File: config.mk
export PLATFORM = sky130hd
export DESIGN_NAME = nic_tx_ctrl_flat
export DESIGN_NICKNAME = d
export VERILOG_FILES = /design/src/rtl/nic_pkg.sv /design/src/rtl/nic_tx_ctrl_if.sv /design/src/rtl/sat_counter.sv /design/src/rtl/nic_tx_ctrl.sv /design/src/flat_wrapper.sv
export SDC_FILE = /design/constraint.sdc
export NUM_CORES = 1
export LEC_CHECK = 0
export CELL_PAD_IN_SITES_DETAIL_PLACEMENT = 0
export CELL_PAD_IN_SITES_GLOBAL_PLACEMENT = 1
export CORE_MARGIN = 2
export CORE_UTILIZATION = 35
export DETAILED_ROUTE_END_ITERATION = 10
export PLACE_DENSITY_LB_ADDON = 0.1
export SLEW_MARGIN = 20
export SYNTH_ARGS = -nofsm -noshare
export SYNTH_HDL_FRONTEND = slang
export SYNTH_SLANG_ARGS = --single-unit
File: constraint.sdc
create_clock -name clk -period 4.5 [get_ports clk]
set_input_delay 0.9 -clock clk [delete_from_list [all_inputs] [get_ports clk]]
set_output_delay 0.9 -clock clk [all_outputs]
set_load 0.005 [all_outputs]
File: src/rtl/nic_pkg.sv
// Shared NIC definitions: packet geometry, field positions and the tx FSM encoding.
package nic_pkg;

  localparam int DATA_SIZE = 64;
  localparam int VC_BIT    = 63;

  // Header field positions shared by every NIC block that parses packets.
  localparam int DIR_BIT   = 62;
  localparam int HOP_MSB   = 61;
  localparam int HOP_LSB   = 58;
  localparam int SRC_MSB   = 57;
  localparam int SRC_LSB   = 50;

  typedef enum logic {
    ST_IDLE = 1'b0,
    ST_WAIT = 1'b1
  } tx_state_t;

endpackage

File: src/rtl/nic_tx_ctrl_if.sv
// Buffer-side and router-side signals of the NIC transmit controller.
//
// Handshakes: buf_re is a read strobe. It is asserted only when buf_status=1 and
// the buffer entry is consumed at that same clock edge. net_so is a send strobe.
// It is asserted only when net_ro=1 and the polarity phase matches, and the router
// takes net_do at that same edge. Neither strobe is ever raised without its transfer.
interface nic_tx_ctrl_if #(
  parameter int DATA_SIZE = nic_pkg::DATA_SIZE
);

  logic                 buf_status;
  logic [DATA_SIZE-1:0] buf_data;
  logic                 buf_re;
  logic                 net_ro;
  logic                 net_polarity;
  logic                 net_so;
  logic [DATA_SIZE-1:0] net_do;

  modport master (
    input  buf_status, buf_data, net_ro, net_polarity,
    output buf_re, net_so, net_do
  );

  modport slave (
    output buf_status, buf_data, net_ro, net_polarity,
    input  buf_re, net_so, net_do
  );

endinterface

File: src/rtl/sat_counter.sv
// Saturating up-counter with synchronous clear; shared by the NIC statistics blocks.
module sat_counter #(
  parameter int WIDTH = 8
) (
  input  logic             clk,
  input  logic             reset,
  input  logic             clr,
  input  logic             inc,
  output logic [WIDTH-1:0] q
);

  always_ff @(posedge clk or negedge reset) begin
    if (!reset) begin
      q <= '0;
    end else if (clr) begin
      q <= '0;
    end else if (inc && (q != '1)) begin
      q <= q + 1'b1;
    end
  end

endmodule

File: src/rtl/nic_tx_ctrl.sv
// NIC transmit injection controller: drains the single-entry buffer into a holding
// register and injects it into the router when ready and in the permitted VC phase.
module nic_tx_ctrl #(
  parameter int DATA_SIZE = nic_pkg::DATA_SIZE,
  parameter int VC_BIT    = nic_pkg::VC_BIT,
  parameter int CNT_W     = 16,
  parameter int STALL_W   = 8
) (
  input  logic               clk,
  input  logic               reset,
  nic_tx_ctrl_if.master      bus,
  output logic [CNT_W-1:0]   tx_count,
  output logic [STALL_W-1:0] stall_cnt,
  output nic_pkg::tx_state_t state
);

  import nic_pkg::*;

  tx_state_t            state_q;
  tx_state_t            state_d;
  logic [DATA_SIZE-1:0] hold_q;
  logic [CNT_W-1:0]     tx_count_q;
  logic                 fire;
  logic                 load;
  logic                 stall_clr;
  logic                 stall_inc;

  // Strobes are gated by reset so nothing is read or sent while reset is held.
  always_comb begin
    fire      = 1'b0;
    load      = 1'b0;
    state_d   = state_q;
    stall_clr = 1'b0;
    stall_inc = 1'b0;

    fire = reset && (state_q == ST_WAIT) && bus.net_ro &&
           (hold_q[VC_BIT] != bus.net_polarity);
    load = reset && bus.buf_status && ((state_q == ST_IDLE) || fire);

    if (load) begin
      state_d = ST_WAIT;
    end else if (fire) begin
      state_d = ST_IDLE;
    end

    stall_clr = fire || (load && (state_q == ST_IDLE));
    stall_inc = (state_q == ST_WAIT) && !fire;
  end

  always_ff @(posedge clk or negedge reset) begin
    if (!reset) begin
      state_q    <= ST_IDLE;
      hold_q     <= '0;
      tx_count_q <= '0;
    end else begin
      state_q <= state_d;
      if (load) begin
        hold_q <= bus.buf_data;
      end
      if (fire) begin
        tx_count_q <= tx_count_q + 1'b1;
      end
    end
  end

  sat_counter #(
    .WIDTH (STALL_W)
  ) u_stall (
    .clk   (clk),
    .reset (reset),
    .clr   (stall_clr),
    .inc   (stall_inc),
    .q     (stall_cnt)
  );

  assign bus.buf_re = load;
  assign bus.net_so = fire;
  assign bus.net_do = hold_q;
  assign tx_count   = tx_count_q;
  assign state      = state_q;

endmodule

File: src/flat_wrapper.sv
// flat-port wrapper written by rule: the top's interface ports become plain ports
module nic_tx_ctrl_flat import nic_pkg::*;
#(
  parameter int DATA_SIZE = nic_pkg::DATA_SIZE,
  parameter int VC_BIT    = nic_pkg::VC_BIT,
  parameter int CNT_W     = 16,
  parameter int STALL_W   = 8
)
  (clk, reset, tx_count, stall_cnt, state, bus_buf_status, bus_buf_data, bus_net_ro, bus_net_polarity, bus_buf_re, bus_net_so, bus_net_do);
  nic_tx_ctrl_if #(.DATA_SIZE(DATA_SIZE)) bus_i ();
  input  logic clk;
  input  logic reset;
  output logic [CNT_W-1:0] tx_count;
  output logic [STALL_W-1:0] stall_cnt;
  output nic_pkg::tx_state_t state;
  input wire logic [$bits(bus_i.buf_status)-1:0] bus_buf_status;
  input wire logic [$bits(bus_i.buf_data)-1:0] bus_buf_data;
  input wire logic [$bits(bus_i.net_ro)-1:0] bus_net_ro;
  input wire logic [$bits(bus_i.net_polarity)-1:0] bus_net_polarity;
  output wire logic [$bits(bus_i.buf_re)-1:0] bus_buf_re;
  output wire logic [$bits(bus_i.net_so)-1:0] bus_net_so;
  output wire logic [$bits(bus_i.net_do)-1:0] bus_net_do;
  assign bus_i.buf_status = bus_buf_status;
  assign bus_i.buf_data = bus_buf_data;
  assign bus_i.net_ro = bus_net_ro;
  assign bus_i.net_polarity = bus_net_polarity;
  assign bus_buf_re = bus_i.buf_re;
  assign bus_net_so = bus_i.net_so;
  assign bus_net_do = bus_i.net_do;
  nic_tx_ctrl #(.DATA_SIZE(DATA_SIZE), .VC_BIT(VC_BIT), .CNT_W(CNT_W), .STALL_W(STALL_W)) u_core (.clk(clk), .reset(reset), .bus(bus_i), .tx_count(tx_count), .stall_cnt(stall_cnt), .state(state));
endmodule
### Word level (Yosys, flattened, before mapping)

Index checks and enable logic that the tools add are counted.

| storage, ports and cells | value |
|---|---|
| output and inout bits | 91 |
| register bits | 89 |
| bits of input ports | 69 |
| word-level logic and storage cells | 26 |

| operators by class | value |
|---|---|
| bitwise logic cells | 1 |
| multiplexer cells | 4 |
| reduce and logical (&&, ||, !) cells | 13 |
| add/sub/neg operators | 2 |
| equality and inequality tests | 2 |

Operators with widths:

| kind | number |
|---|---|
| adder 16 x 1 -> 16 bit (second input constant) | 1 |
| 2-to-1 mux 8 bit | 2 |
| adder 8 x 1 -> 8 bit (second input constant) | 1 |
| logical AND 1 bit | 8 |
| != test 8 bit (second input constant) | 1 |
| nonzero test 2 bit | 2 |
| logical OR 1 bit | 2 |
| 2-to-1 mux 1 bit | 2 |
| logical NOT 1 bit | 1 |
| != test 1 bit | 1 |
| inverter 1 bit | 1 |

### Longest topological paths before layout

| depth | value |
|---|---|
| word-level depth | 8 |
| depth in mapped cells | 6 |
| gate-level depth less buffers | 5 |

### Hierarchy

From an unflattened synthesis, not the netlist that was laid out.

| second synthesis, totals | value |
|---|---|
| cell total of the unflattened synthesis | 259 |
| area, all modules | 3901.2 um^2 |

By module, submodules not included:

| module | instances | cells each | area an instance (um^2) |
|---|---|---|---|
| nic_tx_ctrl | 1 | 210 | 3437.0 |
| sat_counter | 1 | 49 | 464.2 |

### Least setup slack after synthesis

No wires, ideal clock.

| timing | value |
|---|---|
| path kind | input to output |
| start point | input bus_net_polarity |
| end point | output bus_buf_re |
| arrival time | 1644 ps |
| cell stages on the path | 5 |
| path buffers | 2 |
| data required time | 3600 ps |
| path slack | 1956 ps |
| cells stage by stage | xor2_1 -> nand2_1 -> a21oi_2 -> buf_4 -> buf_6 |

| between the ends | value |
|---|---|
| longest elaborated chain between the ends | 4 |

Ends and longest elaborated chain:

| element | RTL line | RTL |
|---|---|---|
| start, declared | flat_wrapper.sv:19 | `input wire logic [$bits(bus_i.net_polarity)-1:0] bus_net_polarity;` |
| != test 1 bit | nic_tx_ctrl.sv:37 | `(hold_q[VC_BIT] != bus.net_polarity);` |
| logical AND 1 bit | nic_tx_ctrl.sv:36 | `fire = reset && (state_q == ST_WAIT) && bus.net_ro &&` |
| logical OR 1 bit | nic_tx_ctrl.sv:38 | `load = reset && bus.buf_status && ((state_q == ST_IDLE) \|\| fire);` |
| logical AND 1 bit | nic_tx_ctrl.sv:38 |  |
| end, declared | flat_wrapper.sv:20 | `output wire logic [$bits(bus_i.buf_re)-1:0] bus_buf_re;` |

Every way passes these cells.

### Final worst setup path

Ends and elaborated chain as after synthesis.

==> impl_table.tex <==
\begin{tabular}{lr}
\hline
Metric & Value \\
\hline
\multicolumn{2}{l}{\textbf{Status}} \\
Status & completed \\
\multicolumn{2}{l}{\textbf{Final layout}} \\
Final nets & 490 \\
Final Non-Filler Cells & 559 \\
Total inserted antenna cells & 0 \\
Filler cells & 892 \\
Total area of multi-input combinational cells & 1340 µm² \\
Fraction of layout instances using a drive strength above 1 & 8.98\% \\
Layout Cell Area excl Fill & 5570 µm² \\
Layout overhead on the synthesized area & 52.7\% \\
Storage cell area & 2230 µm² \\
Highest-count cells in the layout ignoring fill and taps & clkdlybuf4s50\_1, dfrtp\_1, mux2\_1, mux2\_2, clkbuf\_8 \\
Most common library cell in the layout ignoring fill and taps & clkdlybuf4s50\_1 \\
\multicolumn{2}{l}{\textbf{Worst hold path}} \\
Kind of path behind the tightest hold check & in -> async \\
\multicolumn{2}{l}{\textbf{Global route}} \\
Most heavily used metal layer in global routing & met2 \\
Met1 layer usage reported by global route & 21.7\% \\
Antenna violations before repair & 0 \\
M2 GR Usage & 24.8\% \\
Number of global-route vias before repair & 2,660 \\
First-pass GRT wire length & 14,200 µm \\
Largest net degree at the start of global routing & 85 \\
Leftover overflow at the end of global routing & 0 \\
Total global-route track usage & 16.2\% \\
Met3 track utilization from global routing & 5.03\% \\
\multicolumn{2}{l}{\textbf{Flow run}} \\
Number of maximum-capacitance violations & 0 \\
\multicolumn{2}{l}{\textbf{Setup path}} \\
Crit path buf inv count & 2 \\
Biggest fanout along the worst timing path & 3 \\
Arr. time, crit path & 2.59 ns \\
Most repeated library cell on the critical path & clkdlybuf4s50\_1 \\
Largest delay contributor family on the critical path & buffers and inverters \\
Worst setup path category & in -> out \\
Slowest cell delay on critical path & 0.58 ns \\
CP cell instances & clkdlybuf4s50\_1 -> xor2\_1 -> nand2\_1 -> a21oi\_4 -> clkdlybuf4s50\_1 \\
Kind of end point of the critical path & output pin \\
Required time at the endpoint of the critical path & 3.60 ns \\
CP max stage cell & clkdlybuf4s50\_1 \\
CP startpoint kind & input port \\
\multicolumn{2}{l}{\textbf{STA}} \\
Final period demand of the worst path & 3.49 ns \\
Period Utilization, post-route & 77.5\% \\
Worst hold slack & 0.361 ns \\
Final number of setup-violating endpoints & 0 \\
Setup clock skew after layout & 0.00644 ns \\
Actual transition at the worst max-transition pin & 0.854 ns \\
Setup repair after global routing missed its margin & false \\
Remaining max-slew budget at the tightest pin & 43.1\% \\
Final hold violations & 0 \\
Achievable clock frequency & 0.287 GHz \\
Count of final max-slew check failures & 0 \\
Final-layout setup total negative slack & 0 ns \\
\multicolumn{2}{l}{\textbf{Floorplanning}} \\
Die boundary height & 106 µm \\
Chip width & 106 µm \\
Die footprint & 11,300 µm² \\
Area of the core & 10,200 µm² \\
Initial standard-cell utilization of the core & 35.6\% \\
Placement row count & 37 \\
Io pins & 160 \\
\multicolumn{2}{l}{\textbf{Detailed routing}} \\
Final routed wire length divided by cell count & 15.6 µm \\
Routed vias/inst & 4.72 \\
Vias after detailed routing & 2,640 \\
Number of remaining DRC errors & 0 \\
Total Routed Length & 8740 µm \\
Iter 0 DRT Violations & 74 \\
Antenna Nets Post-Route & 0 \\
DRT Pass-1 Iters & 4 \\
\multicolumn{2}{l}{\textbf{Clocking}} \\
Clk\_lat worst skew & 0.35 ns \\
Count of clock tree sinks & 89 \\
H-tree Lvls & 3 \\
Max Buffers Root-to-Sink & 2 \\
Post-cts sizing count & 0 \\
CTS Hold Buffers Added & 0 \\
Number of post-CTS setup repair buffers & 0 \\
Number of clock buffers inserted by TritonCTS & 9 \\
Clock transition at the register clock pins on the worst setup and hold paths after CTS & 0.09 ns \\
Root buf cell & clkbuf\_8 \\
CTS tree & built \\
\multicolumn{2}{l}{\textbf{Placed design}} \\
DP Wirelength & 6260 µm \\
Area of placed instances & 5350 µm² \\
Number of cells in the design after placement & 544 \\
Final weighted congestion of routability-driven global placement & 0.724 \\
Number of buffers added on ports & 159 \\
\multicolumn{2}{l}{\textbf{Yosys}} \\
FF+latch count, synth & 89 \\
Cell area after synthesis & 3650 µm² \\
Post-synth ARST share & 100\% \\
Count of mapped cells out of synthesis & 256 \\
Number of enable-type register cells in the synthesized netlist & 0 \\
Dominant synthesized flop cell & dfrtp\_1 \\
Register area share after synthesis & 61.1\% \\
Average size of a mapped cell & 14.2 µm² \\
Synth warnings & 0 \\
Net Count, Synth & 327 \\
Count of different cell masters after synthesis & 40 \\
\multicolumn{2}{l}{\textbf{Power}} \\
Power density cells & 563 nW/µm² \\
Max VDD drop & 0.000265 V \\
Total power after layout & 3.13 mW \\
Static leakage & 2.27 nW \\
\hline
\end{tabular}
-- worst paths after layout --
kind	cells past startpoint	endpoint	slack, ns	startpoint
max	5	bus_buf_re	1.01	bus_net_polarity
min	1	u_core.u_stall.q[5]	0.36	reset
max reg2reg	5	u_core.bus.net_do[61]	2.24	u_core.bus.net_do[63]
min reg2reg	1	u_core.tx_count[15]	0.48	u_core.tx_count[15]
max in group asynchronous	2	u_core.u_stall.q[0]	3.16	reset
min in group clk	1	u_core.tx_count[15]	0.48	u_core.tx_count[15]
-- flip-flops by register name, summed over array words and instances (netlist names) --
| signal | cells |
|---|---|
| u_core.bus.net_do | 64 |
| u_core.tx_count | 16 |
| u_core.u_stall.q | 8 |
| u_core.state | 1 |
-- where the power goes --
part,leakage (nW),switching [mW],internal (mW)
combinational,1.08,0.382,0.837
clock,0.112,0.270,0.314
sequential,1.08,0.201,1.13
-- final cells by class --
cell class              instances  share of cell area [%]
flip-flops and latches         89                    40.0
repair buffers                161                    28.9
multi-input cells             155                    24.0
clock buffers                  13                    3.21
well taps                     136                    3.06
clock inverters                 2                   0.629
inverters                       3                   0.202
-- synth_stat cells, types with 2 or more instances --
| cell type | number | area (µm²) |
|---|---|---|
| nor3_1 | 2 | 10.0 |
| or3_1 | 2 | 12.5 |
| mux2_1 | 49 | 552 |
| nand2_1 | 11 | 41.3 |
| a211oi_1 | 4 | 30.0 |
| nand4_1 | 6 | 37.5 |
| ha_1 | 2 | 25.0 |
| buf_6 | 5 | 56.3 |
| dfrtp_1 | 89 | 2230 |
| and4_1 | 3 | 26.3 |
| o21ai_0 | 3 | 15.0 |
| and3_1 | 2 | 12.5 |
| a21oi_1 | 2 | 10.0 |
| inv_1 | 3 | 11.3 |
| nor2_1 | 6 | 22.5 |
| nand3_1 | 10 | 50.1 |
| nor4_1 | 3 | 18.8 |
| xnor2_1 | 10 | 87.6 |
| xor2_1 | 6 | 52.6 |
| nor2b_1 | 3 | 18.8 |
| mux2_2 | 16 | 180 |
-- layer usage --
metal / vias to the layer above / share of wire, % / wire length, µm
met2: 101 / 46 / 4040
met5: - / 0 / 0
li1: 1248 / - / -
met3: 11 / 7.5 / 656
met1: 1280 / 45 / 3930
met4: 0 / 1.2 / 107
-- cells by family after synthesis --
family / share of synthesized area, %
compound gates: 3.67
flops: 61.1
buf+inv: 2.44
fa+ha+maj: 0.686
mux: 20.3
simple gates: 7.51
xor+xnor: 4.29
-- stage by stage --
step,setup WS [ns],util (%)
5_1_grt,0.895,54.4
3_5_place_dp,0.994,52.3
4_1_cts,0.989,54.4
6_report,1.01,54.4
3_3_place_gp,1.02,52.3
2_1_floorplan,1.96,-
Note: power is estimated with default switching activity, not from simulation.
